==> src/rtl/uart_pkg.sv <==
// rtl/uart_pkg.sv - shared UART state encoding, defaults and line levels
package uart_pkg;

    typedef enum logic [1:0] {
        IDLE  = 2'd0,
        START = 2'd1,
        DATA  = 2'd2,
        STOP  = 2'd3
    } uart_state_t;

    localparam int   DEF_OVERSAMPLE = 16;
    localparam int   DEF_DATA_W     = 8;
    localparam logic LINE_IDLE      = 1'b1;

endpackage

==> src/rtl/uart_tx_bit_timer.sv <==
// rtl/uart_tx_bit_timer.sv - bit-period counter, one bit or the full stop period
module uart_tx_bit_timer #(
    parameter int OVERSAMPLE = 16,
    parameter int STOP_BITS  = 1,
    localparam int TW        = $clog2(OVERSAMPLE * STOP_BITS)
) (
    input  logic          clk,
    input  logic          rst_,
    input  logic          clear,
    input  logic          len_sel,
    output logic [TW-1:0] count,
    output logic          last_cycle
);

    localparam logic [TW-1:0] BIT_LAST  = TW'(OVERSAMPLE - 1);
    localparam logic [TW-1:0] STOP_LAST = TW'(OVERSAMPLE * STOP_BITS - 1);

    always_comb begin
        last_cycle = len_sel ? (count == STOP_LAST) : (count == BIT_LAST);
    end

    always_ff @(posedge clk or negedge rst_) begin
        if (!rst_) begin
            count <= '0;
        end else if (clear || last_cycle) begin
            count <= '0;
        end else begin
            count <= count + TW'(1);
        end
    end

endmodule

==> src/rtl/uart_tx.sv <==
// rtl/uart_tx.sv - 8N1 UART transmitter with one-entry holding register
module uart_tx
    import uart_pkg::*;
#(
    parameter int OVERSAMPLE = DEF_OVERSAMPLE,
    parameter int DATA_W     = DEF_DATA_W,
    parameter int STOP_BITS  = 1
) (
    input  logic              clk,
    input  logic              rst_,
    input  logic [DATA_W-1:0] data_i,
    input  logic              valid_i,
    output logic              ready_o,
    output logic              tx,
    output logic              busy_o,
    output logic              done_o
);

    localparam int TW = $clog2(OVERSAMPLE * STOP_BITS);
    localparam int IW = (DATA_W > 1) ? $clog2(DATA_W) : 1;
    localparam logic [TW-1:0] DONE_AT  = TW'(OVERSAMPLE * STOP_BITS - 2);
    localparam logic [IW-1:0] IDX_LAST = IW'(DATA_W - 1);

    uart_state_t       state;
    logic [DATA_W-1:0] hold_data;
    logic              hold_valid;
    logic [DATA_W-1:0] shift;
    logic [IW-1:0]     bit_idx;
    logic [TW-1:0]     count;
    logic              last_cycle;
    logic              accept;
    logic              direct;
    logic              drain;

    uart_tx_bit_timer #(
        .OVERSAMPLE (OVERSAMPLE),
        .STOP_BITS  (STOP_BITS)
    ) u_timer (
        .clk        (clk),
        .rst_       (rst_),
        .clear      (state == IDLE),
        .len_sel    (state == STOP),
        .count      (count),
        .last_cycle (last_cycle)
    );

    // An accept while idle bypasses the hold register so the start bit appears next cycle.
    always_comb begin
        accept = valid_i && ready_o;
        direct = accept && (state == IDLE);
        drain  = hold_valid && ((state == IDLE) || ((state == STOP) && last_cycle));
    end

    always_ff @(posedge clk or negedge rst_) begin
        if (!rst_) begin
            state      <= IDLE;
            tx         <= LINE_IDLE;
            ready_o    <= 1'b1;
            busy_o     <= 1'b0;
            done_o     <= 1'b0;
            hold_valid <= 1'b0;
            hold_data  <= '0;
            shift      <= '0;
            bit_idx    <= '0;
        end else begin
            done_o <= (state == STOP) && (count == DONE_AT);

            if (accept && !direct) begin
                hold_valid <= 1'b1;
                hold_data  <= data_i;
                ready_o    <= 1'b0;
            end else if (drain) begin
                hold_valid <= 1'b0;
                ready_o    <= 1'b1;
            end

            case (state)
                IDLE: begin
                    tx <= LINE_IDLE;
                    if (direct || hold_valid) begin
                        shift  <= direct ? data_i : hold_data;
                        state  <= START;
                        tx     <= 1'b0;
                        busy_o <= 1'b1;
                    end
                end
                START: begin
                    if (last_cycle) begin
                        state   <= DATA;
                        tx      <= shift[0];
                        bit_idx <= '0;
                    end
                end
                DATA: begin
                    if (last_cycle) begin
                        if (bit_idx == IDX_LAST) begin
                            state <= STOP;
                            tx    <= LINE_IDLE;
                        end else begin
                            shift   <= shift >> 1;
                            tx      <= shift[1];
                            bit_idx <= bit_idx + IW'(1);
                        end
                    end
                end
                STOP: begin
                    if (last_cycle) begin
                        if (hold_valid) begin
                            shift <= hold_data;
                            state <= START;
                            tx    <= 1'b0;
                        end else begin
                            state  <= IDLE;
                            busy_o <= 1'b0;
                        end
                    end
                end
                default: state <= IDLE;
            endcase
        end
    end

endmodule
==> config.mk <==
export PLATFORM = sky130hd
export DESIGN_NAME = uart_tx
export DESIGN_NICKNAME = d
export VERILOG_FILES = /design/src/rtl/uart_pkg.sv /design/src/rtl/uart_tx_bit_timer.sv /design/src/rtl/uart_tx.sv
export SDC_FILE = /design/constraint.sdc
export NUM_CORES = 1
export LEC_CHECK = 0
export CORE_MARGIN = 5
export CORE_UTILIZATION = 30
export DETAILED_ROUTE_END_ITERATION = 10
export SLEW_MARGIN = 40
export SYNTH_ARGS = -nofsm -noshare
export SYNTH_HDL_FRONTEND = slang
export SYNTH_SLANG_ARGS = --single-unit
==> constraint.sdc <==
create_clock -name clk -period 2.4 [get_ports clk]
set_clock_uncertainty 0.05 [all_clocks]
set_input_delay 0.48 -clock clk [delete_from_list [all_inputs] [get_ports clk]]
set_output_delay 0.48 -clock clk [all_outputs]
set_load 0.02 [all_outputs]
# Word-level counts from Yosys, hierarchy flattened
# Index checks and enable logic that the tools add are counted.
[classes] n_addsub=2 n_eq_ne=14 n_mux=34 n_reduce_logical=20
[ops] op="8-bit 2-to-1 mux" n=6
[ops] op="8-bit one-hot mux with 3 select lines" n=1
[ops] op="2-bit != test (second input constant)" n=8
[ops] op="1-bit 2-to-1 mux" n=14
[ops] op="4-bit AND reduction" n=3
[ops] op="2-bit 2-to-1 mux" n=5
[ops] op="3-bit 2-to-1 mux" n=3
[ops] op="4-bit equality test (second input constant)" n=2
[ops] op="2-bit one-hot mux with 4 select lines" n=1
[ops] op="1-bit logical AND" n=6
[ops] op="3-bit one-hot mux with 2 select lines" n=1
[ops] op="6-bit AND reduction" n=1
[ops] op="2-bit nonzero test" n=3
[ops] op="5-bit AND reduction" n=1
[ops] op="4-bit by 1-bit adder with 4-bit output (second input constant)" n=1
[ops] op="2-bit equality test (second input constant)" n=2
[ops] op="4-bit 2-to-1 mux" n=1
[ops] op="1-bit one-hot mux with 4 select lines" n=1
[ops] op="3-bit by 1-bit adder with 3-bit output (second input constant)" n=1
[ops] op="3-bit equality test (second input constant)" n=1
[ops] op="1-bit logical OR" n=3
[ops] op="3-bit nonzero test" n=1
[ops] op="2-bit by 1-bit equality test with 1-bit output (second input constant)" n=1
[ops] op="2-bit logical NOT" n=1
[ops] op="2 further kinds" n=2
[totals] register_bits=30 inputBits=11 output_inout_bits=4 wordCells=80

# Logic depth before layout (Yosys ltp)
[logic_depth] depth_word=6 depth_mapped=8

# By module
# From an unflattened synthesis, not the netlist that was laid out.
[unflattened] hier_cells=141 area_unflattened_um2=1602.8
[by_module_without_submodules] mod="uart_tx" n_inst=1 cells_per_inst=128 area_per_inst_um2=1431.4 seq_area_each_um2=653.1
[by_module_without_submodules] mod="uart_tx_bit_timer" n_inst=1 cells_per_inst=13 area_per_inst_um2=171.4 seq_area_each_um2=100.1

# Worst setup path before layout
# No wires, ideal clock.
[synth_path] path_type="flip-flop to flip-flop" startpoint="register u_timer.count[0]" endpoint="register shift[0]" arrival_time_ns=1.746 t_required_ns=2.225 slack_ns=0.479 path_stages_with_launch=8 path_buffers=2 period_less_slack_ns=1.921 path_cell_list="dfrtp_1 > ha_1 > and3_1 > buf_6 > and2_4 > o211a_1 > buf_6 > mux2_4"
[synth_between] elab_chain_len=3 word_cells_on_any_way=4
[synth_rtl] element="from (decl)" line_no="uart_tx_bit_timer.sv:11" rtl="output logic [TW-1:0] count,"
[synth_rtl] element="from (signal assigned)" line_no="uart_tx_bit_timer.sv:28" rtl="count <= count + TW'(1);"
[synth_rtl] element="4-bit equality test *" line_no="uart_tx_bit_timer.sv:19" rtl="last_cycle = len_sel ? (count == STOP_LAST) : (count == BIT_LAST);"
[synth_rtl] element="2-bit != test (no source line)"
[synth_rtl] element="6-bit AND reduction (no source line) *"
[synth_rtl] element="to (signal assigned)" line_no="uart_tx.sv:81" rtl="shift <= direct ? data_i : hold_data;"
[synth_rtl] element="to (signal assigned)" line_no="uart_tx.sv:100" rtl="shift <= shift >> 1;"
[synth_rtl] element="to (signal assigned)" line_no="uart_tx.sv:109" rtl="shift <= hold_data;"
[synth_rtl] element="to (decl)" line_no="uart_tx.sv:27" rtl="logic [DATA_W-1:0] shift;"
# Mark *: on every way between the ends. The rest lies on a longest branch, timed or not.
# A chain may end at the register's enable or synchronous reset.

# Worst setup path in the final report
[layout_path] startpoint="register state[0]" endpoint="register shift[3]"
[layout_between] elab_chain_len=5 word_cells_on_any_way=15
[layout_rtl] element="from (decl)" line_no="uart_tx.sv:24" rtl="uart_state_t state;"
[layout_rtl] element="from (signal assigned)" line_no="uart_tx.sv:56" rtl="state <= IDLE;"
[layout_rtl] element="from (signal assigned)" line_no="uart_tx.sv:82" rtl="state <= START;"
[layout_rtl] element="from (signal assigned)" line_no="uart_tx.sv:89" rtl="state <= DATA;"
[layout_rtl] element="2-bit logical NOT" line_no="uart_tx.sv:50, uart_tx.sv:77"
[layout_rtl] element="1-bit logical AND" line_no="uart_tx.sv:50" rtl="direct = accept && (state == IDLE);"
[layout_rtl] element="8-bit 2-to-1 mux or 1-bit logical OR (tied branches)" line_no="uart_tx.sv:81, uart_tx.sv:80"
[layout_rtl] element="8-bit 2-to-1 mux or 2-bit != test (tied branches)"
[layout_rtl] element="8-bit one-hot mux with 3 select lines or 6-bit AND reduction (tied branches)"
# Parallel ways exist; a longest one is shown, timed or not. The select of a mux whose other input is x is not followed.

==> run_summary.xml <==
<?xml version="1.0" encoding="UTF-8"?>
<metrics>
  <group name="worst_setup_path">
    <metric name="cp_max_fo" unit="">11</metric>
    <metric name="worst-endpoint-required" unit="ns">2.52</metric>
    <metric name="r2r_start" unit="">state[0]</metric>
    <metric name="worst_r2r_path_depth" unit="">7</metric>
    <metric name="cp-start-kind" unit="">flip-flop</metric>
    <metric name="criticalPathCategory" unit="">reg2reg</metric>
    <metric name="critical_path_arrival" unit="ns">2.16</metric>
    <metric name="rr_endpoint" unit="">shift[3]</metric>
    <metric name="setup.worst_path.end" unit="">shift[3]</metric>
    <metric name="crit_startpoint" unit="">state[0]</metric>
    <metric name="ff2ff_setup_slack" unit="ns">0.35</metric>
    <metric name="crit_path_end_kind" unit="">flip-flop</metric>
  </group>
  <group name="sta">
    <metric name="layout_setup_ws" unit="ns">0.352</metric>
    <metric name="hold_viol_final" unit="">0</metric>
    <metric name="grt_setup_unrepaired" unit="">no</metric>
    <metric name="final-max-slew-violation-count" unit="">0</metric>
    <metric name="slew_headroom" unit="%">74.5</metric>
    <metric name="layout_worst_path_cycle_share" unit="%">85.3</metric>
    <metric name="fin_tns_setup" unit="ns">0</metric>
    <metric name="final_critical_path_required_period" unit="ns">2.05</metric>
    <metric name="max_freq" unit="GHz">0.488</metric>
    <metric name="worstMarginPinSlew" unit="ns">0.383</metric>
    <metric name="final-setup-viol-count" unit="">0</metric>
  </group>
  <group name="clocking">
    <metric name="holdBufCountCts" unit="">0</metric>
    <metric name="clock_insertion_delay_worst_skew" unit="ns">0.28</metric>
    <metric name="post_cts_buffers" unit="">0</metric>
    <metric name="clockRootBuffer" unit="">clkbuf_8</metric>
    <metric name="cts_tree" unit="">built</metric>
    <metric name="ctsHtreeMaxLevel" unit="">2</metric>
    <metric name="numCtsBuffers" unit="">5</metric>
    <metric name="cts.reportedPaths.clkPinSlew" unit="ns">0.07</metric>
    <metric name="clkSinkCount" unit="">30</metric>
    <metric name="cts.repair.resized" unit="">0</metric>
    <metric name="clockBufferDepth" unit="">2</metric>
  </group>
  <group name="yosys">
    <metric name="synth_top_area_share" unit="%">41.2</metric>
    <metric name="synth_area_per_cell" unit="sq um">10.8</metric>
    <metric name="synthesis.yosys.warnings" unit="">0</metric>
    <metric name="mappedNetlistArea" unit="sq um">1700</metric>
    <metric name="dominantRegCellSynth" unit="">dfrtp_1</metric>
    <metric name="syn_nets" unit="">178</metric>
    <metric name="yosys.cell_types.count" unit="">33</metric>
    <metric name="synth_enable_flop_cells" unit="">0</metric>
    <metric name="post_synth_inst_count" unit="">157</metric>
    <metric name="seq_area_frac_synth" unit="%">44.3</metric>
    <metric name="synth.area.top_cells" unit="">dfrtp_1 (41%), ha_1 (7.4%), mux2_4 (7.1%)</metric>
    <metric name="synth-seq-cells" unit="">30</metric>
    <metric name="async_flop_share" unit="%">100</metric>
    <metric name="synth_top_cell_by_area" unit="">dfrtp_1</metric>
  </group>
  <group name="cells_and_area">
    <metric name="diodes" unit="">0</metric>
    <metric name="drive_gt1_share" unit="%">23.0</metric>
    <metric name="seq_area" unit="sq um">753</metric>
    <metric name="final.fill_count" unit="">531</metric>
    <metric name="multi_input_comb_area" unit="sq um">866</metric>
    <metric name="most_common_library_cell_in_the_layout_ignoring_fill_and_taps" unit="">dfrtp_1</metric>
    <metric name="final_cell_mix" unit="">dfrtp_1 (28), a22oi_1 (14), clkdlybuf4s50_1 (14), o21ai_0 (13)</metric>
    <metric name="finish.net_count" unit="">194</metric>
    <metric name="finalCoreUtilization" unit="%">36.5</metric>
    <metric name="area_growth_syn_to_layout" unit="%">18.4</metric>
  </group>
  <group name="status">
    <metric name="outcome" unit="">completed</metric>
  </group>
  <group name="detailed_routing">
    <metric name="route.detailed.vias_per_inst" unit="">4.95</metric>
    <metric name="antenna_violation_net_count_after_detailed_routing" unit="">0</metric>
    <metric name="initialDrtViolationCount" unit="">90</metric>
    <metric name="drt_drc_violations_left" unit="">0</metric>
    <metric name="drt_pass1_iterations" unit="">4</metric>
    <metric name="num_vias" unit="">1218</metric>
    <metric name="post_drt_wl_per_cell" unit="microns">13.8</metric>
    <metric name="routed_wirelength" unit="microns">3390</metric>
  </group>
  <group name="die">
    <metric name="die_w" unit="microns">85.3</metric>
    <metric name="floorplan.rows" unit="">27</metric>
    <metric name="dieArea" unit="sq um">7270</metric>
    <metric name="die_h" unit="microns">85.3</metric>
    <metric name="core_region_area" unit="sq um">5510</metric>
    <metric name="floorplan.io_pins" unit="">15</metric>
    <metric name="floorplan.initialDensity" unit="%">30.9</metric>
  </group>
  <group name="power_and_ir_drop">
    <metric name="internal-power" unit="W">0.000752</metric>
    <metric name="power_leakage" unit="nW">0.908</metric>
    <metric name="switching_power" unit="W">0.000209</metric>
    <metric name="power_frac_clock" unit="%">44.2</metric>
    <metric name="p_comb_share" unit="%">3.1</metric>
    <metric name="power_frac_seq" unit="%">52.6</metric>
    <metric name="power.switching_fraction" unit="%">21.7</metric>
    <metric name="vdd.ir_drop.worst" unit="mV">0.154</metric>
    <metric name="pwr_density_cell" unit="nW/um^2">478</metric>
  </group>
  <group name="run">
    <metric name="cap_violations" unit="">0</metric>
  </group>
  <group name="global_route">
    <metric name="grt_overflow_total" unit="">0</metric>
    <metric name="grt_start_max_net_pins" unit="">31</metric>
    <metric name="antenna_found_initial" unit="">0</metric>
    <metric name="first_global_vias" unit="">1208</metric>
    <metric name="grt.total_usage" unit="%">10.1</metric>
    <metric name="first_pass_grt_wire_length" unit="microns">5790</metric>
  </group>
  <group name="worst_hold_path">
    <metric name="type_of_the_tightest_min_delay_check" unit="">reg2reg</metric>
  </group>
  <group name="placed_design">
    <metric name="dp_hpwl" unit="microns">2310</metric>
    <metric name="worst_setup_slack_before_clock_tree_synthesis" unit="ns">0.329</metric>
    <metric name="port_buffers" unit="">14</metric>
    <metric name="gpl.final_weighted_congestion" unit="">0.782</metric>
  </group>
</metrics>
registers in the layout (all words and copies together), names as in the netlist:
register	cells
ready_o	1
u_timer.count	4
hold_valid	1
state	2
bit_idx	3
done_o	1
shift	8
tx	1
busy_o	1
hold_data	8
kinds of logic (layout without fill, tap and decap cells):
family,count (synthesis),after routing,share of synthesized area [%]
AOI/OAI and AO/OA,50,50,19.4
xor gates and xnor gates,1,1,0.516
adders and majority gates,10,10,7.36
buffers and inverters,17,34,4.71
DFF,30,30,44.3
muxes,18,18,13.7
and+or+nand+nor,31,31,9.94
synthesized netlist by cell type, types with 2 or more instances:
master	number
or2_2	2
ha_1	10
nand2_1	9
mux2_4	8
dfrtp_1	28
nand3_1	3
a22o_1	2
o21a_1	3
mux2_2	10
nor3_1	3
nor2_1	5
a21oi_1	10
a22oi_1	14
inv_1	5
o21ai_0	13
nand3b_1	3
dfstp_2	2
clkbuf_1	9
o31ai_1	2
a21o_2	2
buf_6	2
per-layer routing:
| layer | routed length (microns) | vias up | track usage [%] |
|---|---|---|---|
| met4 | 72 | 0 | 5.18 |
| met5 | 0 | - | 0 |
| met2 | 1540 | 19 | 15.0 |
| li1 | - | 602 | - |
| met3 | 114 | 6 | 3.50 |
| met1 | 1660 | 591 | 13.0 |
per-stage QoR:
step	instance area [sq um]	hold slack (ns)	instances	power, W
global route	2010	0.483	246	0.00100
floorplan	1700	0.134	157	0.000515
detailed placement	1920	0.445	238	0.000546
CTS	2010	0.467	246	0.000973
global placement	1920	0.447	238	0.000547
finish	2010	0.466	246	0.000961
power groups by stage:
stage | clock (W) | combinational [W] | sequential, W
floorplan | 0 | 0.000000172 | 0.000515
CTS | 0.000436 | 0.0000317 | 0.000506
detailed placement | 0 | 0.0000311 | 0.000515
global route | 0.000463 | 0.0000338 | 0.000505
finish | 0.000425 | 0.0000302 | 0.000506
global placement | 0 | 0.0000316 | 0.000515
area by class of cell:
class                      count  area share (%)
clock inverter                 1           0.249
tap                           72            4.48
timing repair buffer          21            9.58
multi-input combinational    110            43.0
inverter                       5           0.933
sequential                    30            37.4
clock buffer                   7            4.29
critical path, stage by stage, from the launching register on:
cell and delay (ns):
dfrtp_1 0.42, inv_1 0.14, ha_1 0.37, nand3_1 0.19
buf_4 0.21, a22oi_1 0.17, o21ai_0 0.11, mux2_4 0.27
how the worst min path moves through the flow:
stage                 start      endpoint  slack [ns]  cells after the start
5_1_grt            shift[0]      shift[0]        0.48                      1
3_3_place_gp       shift[7]      shift[7]        0.45                      1
6_report       hold_data[7]  hold_data[7]        0.47                      1
4_1_cts            shift[7]      shift[7]        0.47                      1
3_5_place_dp       shift[7]      shift[7]        0.44                      1
2_1_floorplan          rst_    bit_idx[0]        0.13                      0
Power figures use the tool's default switching activity.
